===== src/rtl/calc_ctrl.sv =====
// calc_ctrl: command sequencer for the binary calculator.
// Tracks the operating mode from inputKey edges, accepts one command at a time
// and walks the ALU / memory / serial-transmit strobes in order.
//
// Ports:
//   clk, reset          - system clock, synchronous active-high reset
//   inputKey            - mode key, each rising edge advances mode (IDLE only)
//   validCmd            - level-sensitive command request
//   RW                  - mode-1 direction (1 = write, 0 = read)
//   ADDR                - command address
//   txDone              - end-of-frame pulse from the transceiver
//   mode                - current operating mode
//   calcBusy            - command in progress
//   aluEn, memEn, memRW - ALU latch / memory access strobes
//   memAddr             - address captured at acceptance
//   txLoad, txSel       - transceiver load strobe and source select
//   cmdDone, cmdErr     - completion / transmit-timeout pulses
module calc_ctrl #(
  parameter int unsigned ADDR_WIDTH = 8,
  parameter int unsigned TX_TIMEOUT = 1024
) (
  input  logic                  clk,
  input  logic                  reset,
  input  logic                  inputKey,
  input  logic                  validCmd,
  input  logic                  RW,
  input  logic [ADDR_WIDTH-1:0] ADDR,
  input  logic                  txDone,
  output logic [1:0]            mode,
  output logic                  calcBusy,
  output logic                  aluEn,
  output logic                  memEn,
  output logic                  memRW,
  output logic [ADDR_WIDTH-1:0] memAddr,
  output logic                  txLoad,
  output logic                  txSel,
  output logic                  cmdDone,
  output logic                  cmdErr
);

  localparam int unsigned CNT_W = $clog2(TX_TIMEOUT);
  localparam logic [CNT_W-1:0] CNT_LAST = CNT_W'(TX_TIMEOUT - 1);

  typedef enum logic [2:0] {
    S_IDLE,
    S_ALU,
    S_MEMWR,
    S_MEMRD,
    S_MEMWAIT,
    S_TXLOAD,
    S_TXWAIT
  } state_t;

  state_t           state;
  logic             key_prev;
  logic [1:0]       cmd_mode;
  logic [CNT_W-1:0] to_cnt;
  logic             key_edge;

  assign key_edge = inputKey & ~key_prev;

  // Strobes are written on the transition into the state that owns them, so
  // every output register mirrors the state register one-for-one.
  always_ff @(posedge clk) begin
    if (reset) begin
      state    <= S_IDLE;
      key_prev <= 1'b0;
      mode     <= 2'd0;
      cmd_mode <= 2'd0;
      to_cnt   <= '0;
      memAddr  <= '0;
      calcBusy <= 1'b0;
      aluEn    <= 1'b0;
      memEn    <= 1'b0;
      memRW    <= 1'b0;
      txLoad   <= 1'b0;
      txSel    <= 1'b0;
      cmdDone  <= 1'b0;
      cmdErr   <= 1'b0;
    end else begin
      key_prev <= inputKey;
      aluEn    <= 1'b0;
      memEn    <= 1'b0;
      memRW    <= 1'b0;
      txLoad   <= 1'b0;
      cmdDone  <= 1'b0;
      cmdErr   <= 1'b0;

      case (state)
        S_IDLE: begin
          // Key edges are honoured only here; the command below still sees
          // the old mode because mode is a register.
          if (key_edge) begin
            mode <= mode + 2'd1;
          end
          if (validCmd && (mode != 2'd0)) begin
            memAddr  <= ADDR;
            cmd_mode <= mode;
            calcBusy <= 1'b1;
            if ((mode == 2'd1) && !RW) begin
              state <= S_MEMRD;
              memEn <= 1'b1;
            end else begin
              state <= S_ALU;
              aluEn <= 1'b1;
            end
          end
        end

        S_ALU: begin
          if (cmd_mode == 2'd2) begin
            state  <= S_TXLOAD;
            txLoad <= 1'b1;
            txSel  <= 1'b0;
          end else begin
            state <= S_MEMWR;
            memEn <= 1'b1;
            memRW <= 1'b1;
          end
        end

        S_MEMWR: begin
          // Mode 3 reads back what it just wrote; mode 1 write ends here.
          if (cmd_mode == 2'd3) begin
            state <= S_MEMRD;
            memEn <= 1'b1;
          end else begin
            state    <= S_IDLE;
            calcBusy <= 1'b0;
            cmdDone  <= 1'b1;
          end
        end

        S_MEMRD: begin
          state <= S_MEMWAIT;
        end

        // One-cycle memory read latency before the transceiver loads.
        S_MEMWAIT: begin
          state  <= S_TXLOAD;
          txLoad <= 1'b1;
          txSel  <= 1'b1;
        end

        S_TXLOAD: begin
          state  <= S_TXWAIT;
          to_cnt <= '0;
        end

        // txDone takes priority over a timeout landing in the same cycle.
        S_TXWAIT: begin
          if (txDone) begin
            state    <= S_IDLE;
            calcBusy <= 1'b0;
            txSel    <= 1'b0;
            cmdDone  <= 1'b1;
          end else if (to_cnt == CNT_LAST) begin
            state    <= S_IDLE;
            calcBusy <= 1'b0;
            txSel    <= 1'b0;
            cmdErr   <= 1'b1;
          end else begin
            to_cnt <= to_cnt + CNT_W'(1);
          end
        end

        default: begin
          state    <= S_IDLE;
          calcBusy <= 1'b0;
          txSel    <= 1'b0;
        end
      endcase
    end
  end

endmodule


===== config.mk =====
export PLATFORM = sky130hd
export DESIGN_NAME = calc_ctrl
export DESIGN_NICKNAME = d
export VERILOG_FILES = /design/src/rtl/calc_ctrl.sv
export SDC_FILE = /design/constraint.sdc
export NUM_CORES = 1
export LEC_CHECK = 0
export ABC_AREA = 1
export BUFFER_PORTS_ARGS = -buffer_cell sky130_fd_sc_hd__buf_2
export CAP_MARGIN = 5
export CORE_UTILIZATION = 58
export CTS_CLUSTER_DIAMETER = 200
export DETAILED_ROUTE_END_ITERATION = 8
export GPL_TIMING_DRIVEN = 1
export PLACE_DENSITY = 0.93
export SYNTH_ARGS = -nofsm -noshare
export SYNTH_HDL_FRONTEND = slang
export SYNTH_SLANG_ARGS = --single-unit

===== constraint.sdc =====
create_clock -name clk -period 2.5 [get_ports clk]
set_clock_uncertainty 0.15 [all_clocks]
set_input_delay 0.5 -clock clk [delete_from_list [all_inputs] [get_ports clk]]
set_output_delay 0.5 -clock clk [all_outputs]
set_load 0.02 [all_outputs]

==> reports/metrics.csv <==
stage;metric;value;unit
logic_synthesis;Mapped Area;1620;µm²
routing;Total Routed Length;3.27;mm
critical_path;CP max FO;12;
pwr;Power Total;1510;µW
sta;RSZ-0062 raised after global routing;false;
grt;largest net degree at the start of global routing;22;
sta;f_max;546;MHz
status;status;complete, no violations;
logic_synthesis;compound-gate portion of the synthesized area;0.120;
sta;post-layout min period;1.83;ns
logic_synthesis;post-synthesis mux area share;0;
clocking;post-CTS setup buffer count;0;
sta;hold slack;0.221;ns
critical_path;CP arrival;1.97;ns
sta;final worst-path cycle share;0.733;
floorplanning;Vert. Die Dim;54.9;µm
grt;Global Route Usage Sum;0.265;
sta;Setup TNS;0;ns
logic_synthesis;#FFs+latches synth;34;
critical_path;most used cell, CP;nand2_1;
floorplanning;die extent in x;54.9;µm
grt;vias in the first global route;1378;
routing;residual DRC count;0;
critical_path;CP required;2.64;ns
routing;Final ANT Viol Nets;0;
clocking;post-CTS sizing;0;
final_layout;Final Util;0.709;
logic_synthesis;Cell variety after synth;28;
clocking;CTS buffer count;5;
clocking;H-tree depth;2;
logic_synthesis;top post-synthesis cells by area;dfxtp_1, nor2_1, nand2_1;
floorplanning;CORE AREA;2570;µm²
logic_synthesis;Syn Nets;247;
clocking;clk root buf;clkbuf_4;
critical_path;critical path launch point type;register;
min_path;Hold Path Origin;ADDR[6];
sta;Worst-Margin Slew;0.497;ns
final_layout;nets@finish;278;
critical_path;R2R depth;9;
final_layout;Synth-to-Final Area Change;12.3;%
logic_synthesis;Post-synth EDFFs;0;
critical_path;worst r2r dst;to_cnt[2];
pwr;pwr dens;831;nW/µm²
floorplanning;# IOs;32;
grt;first-pass GRT wire length;5.52;mm
clocking;CTS tree;done;
placement;Final Wtd Congestion;0.835;
logic_synthesis;Post-Synthesis Cells;230;
routing;vias per inst;5.44;
logic_synthesis;Synth Area in XOR/XNOR;0.00540;
placement;HPWL after DPL;2.31;mm
min_path;Hold Crit Depth;3;
logic_synthesis;Synth async-reset ratio;0;
clocking;Clk pin slew, worst setup/hold paths;0.10;ns
clocking;Bufs on Longest Clock Path;2;
pwr;Leak;0.000857;µW
critical_path;Slowest-stage cell, CP;dfxtp_1;
floorplanning;row count;18;
routing;Avg WL per Cell;11.2;µm
sta;Rel. slew slack;0.668;
final_layout;# fillers;211;
critical_path;reg2reg start;to_cnt[0];
logic_synthesis;post-synthesis adder-cell area fraction;0.0231;
grt;global route total overflow;0;
sta;Slew Limit Fails;0;
clocking;hold_buf cts;0;
min_path;WHS Endpoint;memAddr[6];
floorplanning;Initial Util;0.632;
clocking;clk sinks;34;
logic_synthesis;top-area cell type share of the netlist area;0.420;
min_path;Worst Hold Class;input port to register;
critical_path;Worst Setup Path Type;register to register;
logic_synthesis;Most used DFF post-synth;dfxtp_1;
final_layout;antenna cells;0;
sta;Fin. Hold Viols;0;
clocking;worst skew pair latency;0.34;ns
final_layout;layout cells sized above 1;0.198;
logic_synthesis;combinational family with the most area after synthesis;simple AND/OR/NAND/NOR gates;
logic_synthesis;Synth area leader;dfxtp_1;
logic_synthesis;Post-Syn Area per Cell;7.05;µm²
floorplanning;die area;3010;µm²
critical_path;CP Capture Type;register;
critical_path;Cell Chain, Critical Path;ha_1, nand2_1, nor2_1, nand3_1, nand2_2, nand2_4, nand2_1, nand2_1, nor2_1;
logic_synthesis;yosys warns;0;
critical_path;r2r setup slk;0.67;ns
routing;drt pass-1 iters;4;
routing;Iter 0 DRT Violations;46;
job;Max Cap Viol;0;
logic_synthesis;Simple-Gate Fraction of Synth Area;0.333;
routing;via count;1589;
critical_path;Max stage delay on crit path;0.41;ns
placement;I/O Buffers;31;
grt;antenna violations before repair;0;
pwr;Max IR drop VDD;0.000813;V
sta;final setup fails;0;
logic_synthesis;register area share after synthesis;0.420;
[kinds of logic (layout without fill, tap and decap cells)]
| kind of cell | count (synthesis) | in the layout |
|---|---|---|
| AO/OA/AOI/OAI | 37 | 37 |
| XOR/XNOR | 1 | 1 |
| adder cells (fa/ha/maj) | 3 | 3 |
| buffers and inverters | 35 | 67 |
| flip-flops | 34 | 34 |
| AND/OR/NAND/NOR | 120 | 120 |
[worst max path at each step]
stage                          from         end  slack, ns
final                     to_cnt[0]   to_cnt[2]       0.67
after global routing      to_cnt[0]   to_cnt[2]       0.54
after detailed placement  to_cnt[0]   to_cnt[6]       0.73
after global placement    to_cnt[0]   to_cnt[2]       0.82
after CTS                 to_cnt[0]   to_cnt[2]       0.68
after floorplan             mode[0]  memAddr[0]       0.92
[worst max-delay path, delay by kind of cell (launching register included)]
family        cells  cell delay, ns
fa+ha+maj         1            0.22
simple gates      8            0.99
flops             1            0.41
[cell usage after synthesis, types with 2 or more instances]
cell and count:
a21oi_1 14, buf_6 3, clkbuf_1 2, dfxtp_1 34, ha_1 3, inv_1 23
inv_2 5, nand2_1 41, nand2_2 3, nand3_1 17, nor2_1 45, nor2_4 3
nor3_1 5, o21ai_0 18
[final cells by class]
| cell class | count | area (µm²) | share of cell area |
|---|---|---|---|
| clock buffers | 7 | 55.1 | 0.0302 |
| inverters | 28 | 105 | 0.0577 |
| clock inverters | 1 | 5.00 | 0.00275 |
| flip-flops and latches | 34 | 681 | 0.374 |
| well taps | 30 | 37.5 | 0.0206 |
| multi-input cells | 161 | 782 | 0.430 |
| repair buffers | 31 | 155 | 0.0852 |
[metal layers]
layer,part of all wire,global-route usage,routed length (µm),vias up
li1,-,-,-,797
met1,0.45,0.299,1460,716
met3,0.079,0.106,259,9
met2,0.45,0.416,1470,67
met5,0,0,0,-
met4,0.024,0.154,79,0
[flip-flops by register name (all words and copies together), names as in the netlist, 2 cells and up]
signal	cells
mode	2
to_cnt	10
state	3
memAddr	8
cmd_mode	2
[metrics by stage]
step / area (µm²) / setup WS, ns / std cells
6_report: 1820 / 0.667 / 292
5_1_grt: 1820 / 0.536 / 292
4_1_cts: 1820 / 0.683 / 292
3_5_place_dp: 1760 / 0.726 / 284
3_3_place_gp: 1760 / 0.824 / 284
2_1_floorplan: 1620 / 0.923 / 230
[report_power, final]
group,internal (µW),switching (µW)
Sequential,632,61.4
Clock,136,189
Combinational,163,331
Total,932,582
[placed cells by master, fill, tap and decap left out, types with 3 or more instances in the layout]
cell	synthesis	layout
nor2_1	45	45
nand2_1	41	41
dfxtp_1	34	34
buf_2	1	31
inv_1	23	23
o21ai_0	18	18
nand3_1	17	17
a21oi_1	14	14
inv_2	5	5
nor3_1	5	5
clkbuf_4	0	5
nor2_4	3	3
nand2_2	3	3
ha_1	3	3
(Power assumes the default switching activity.)
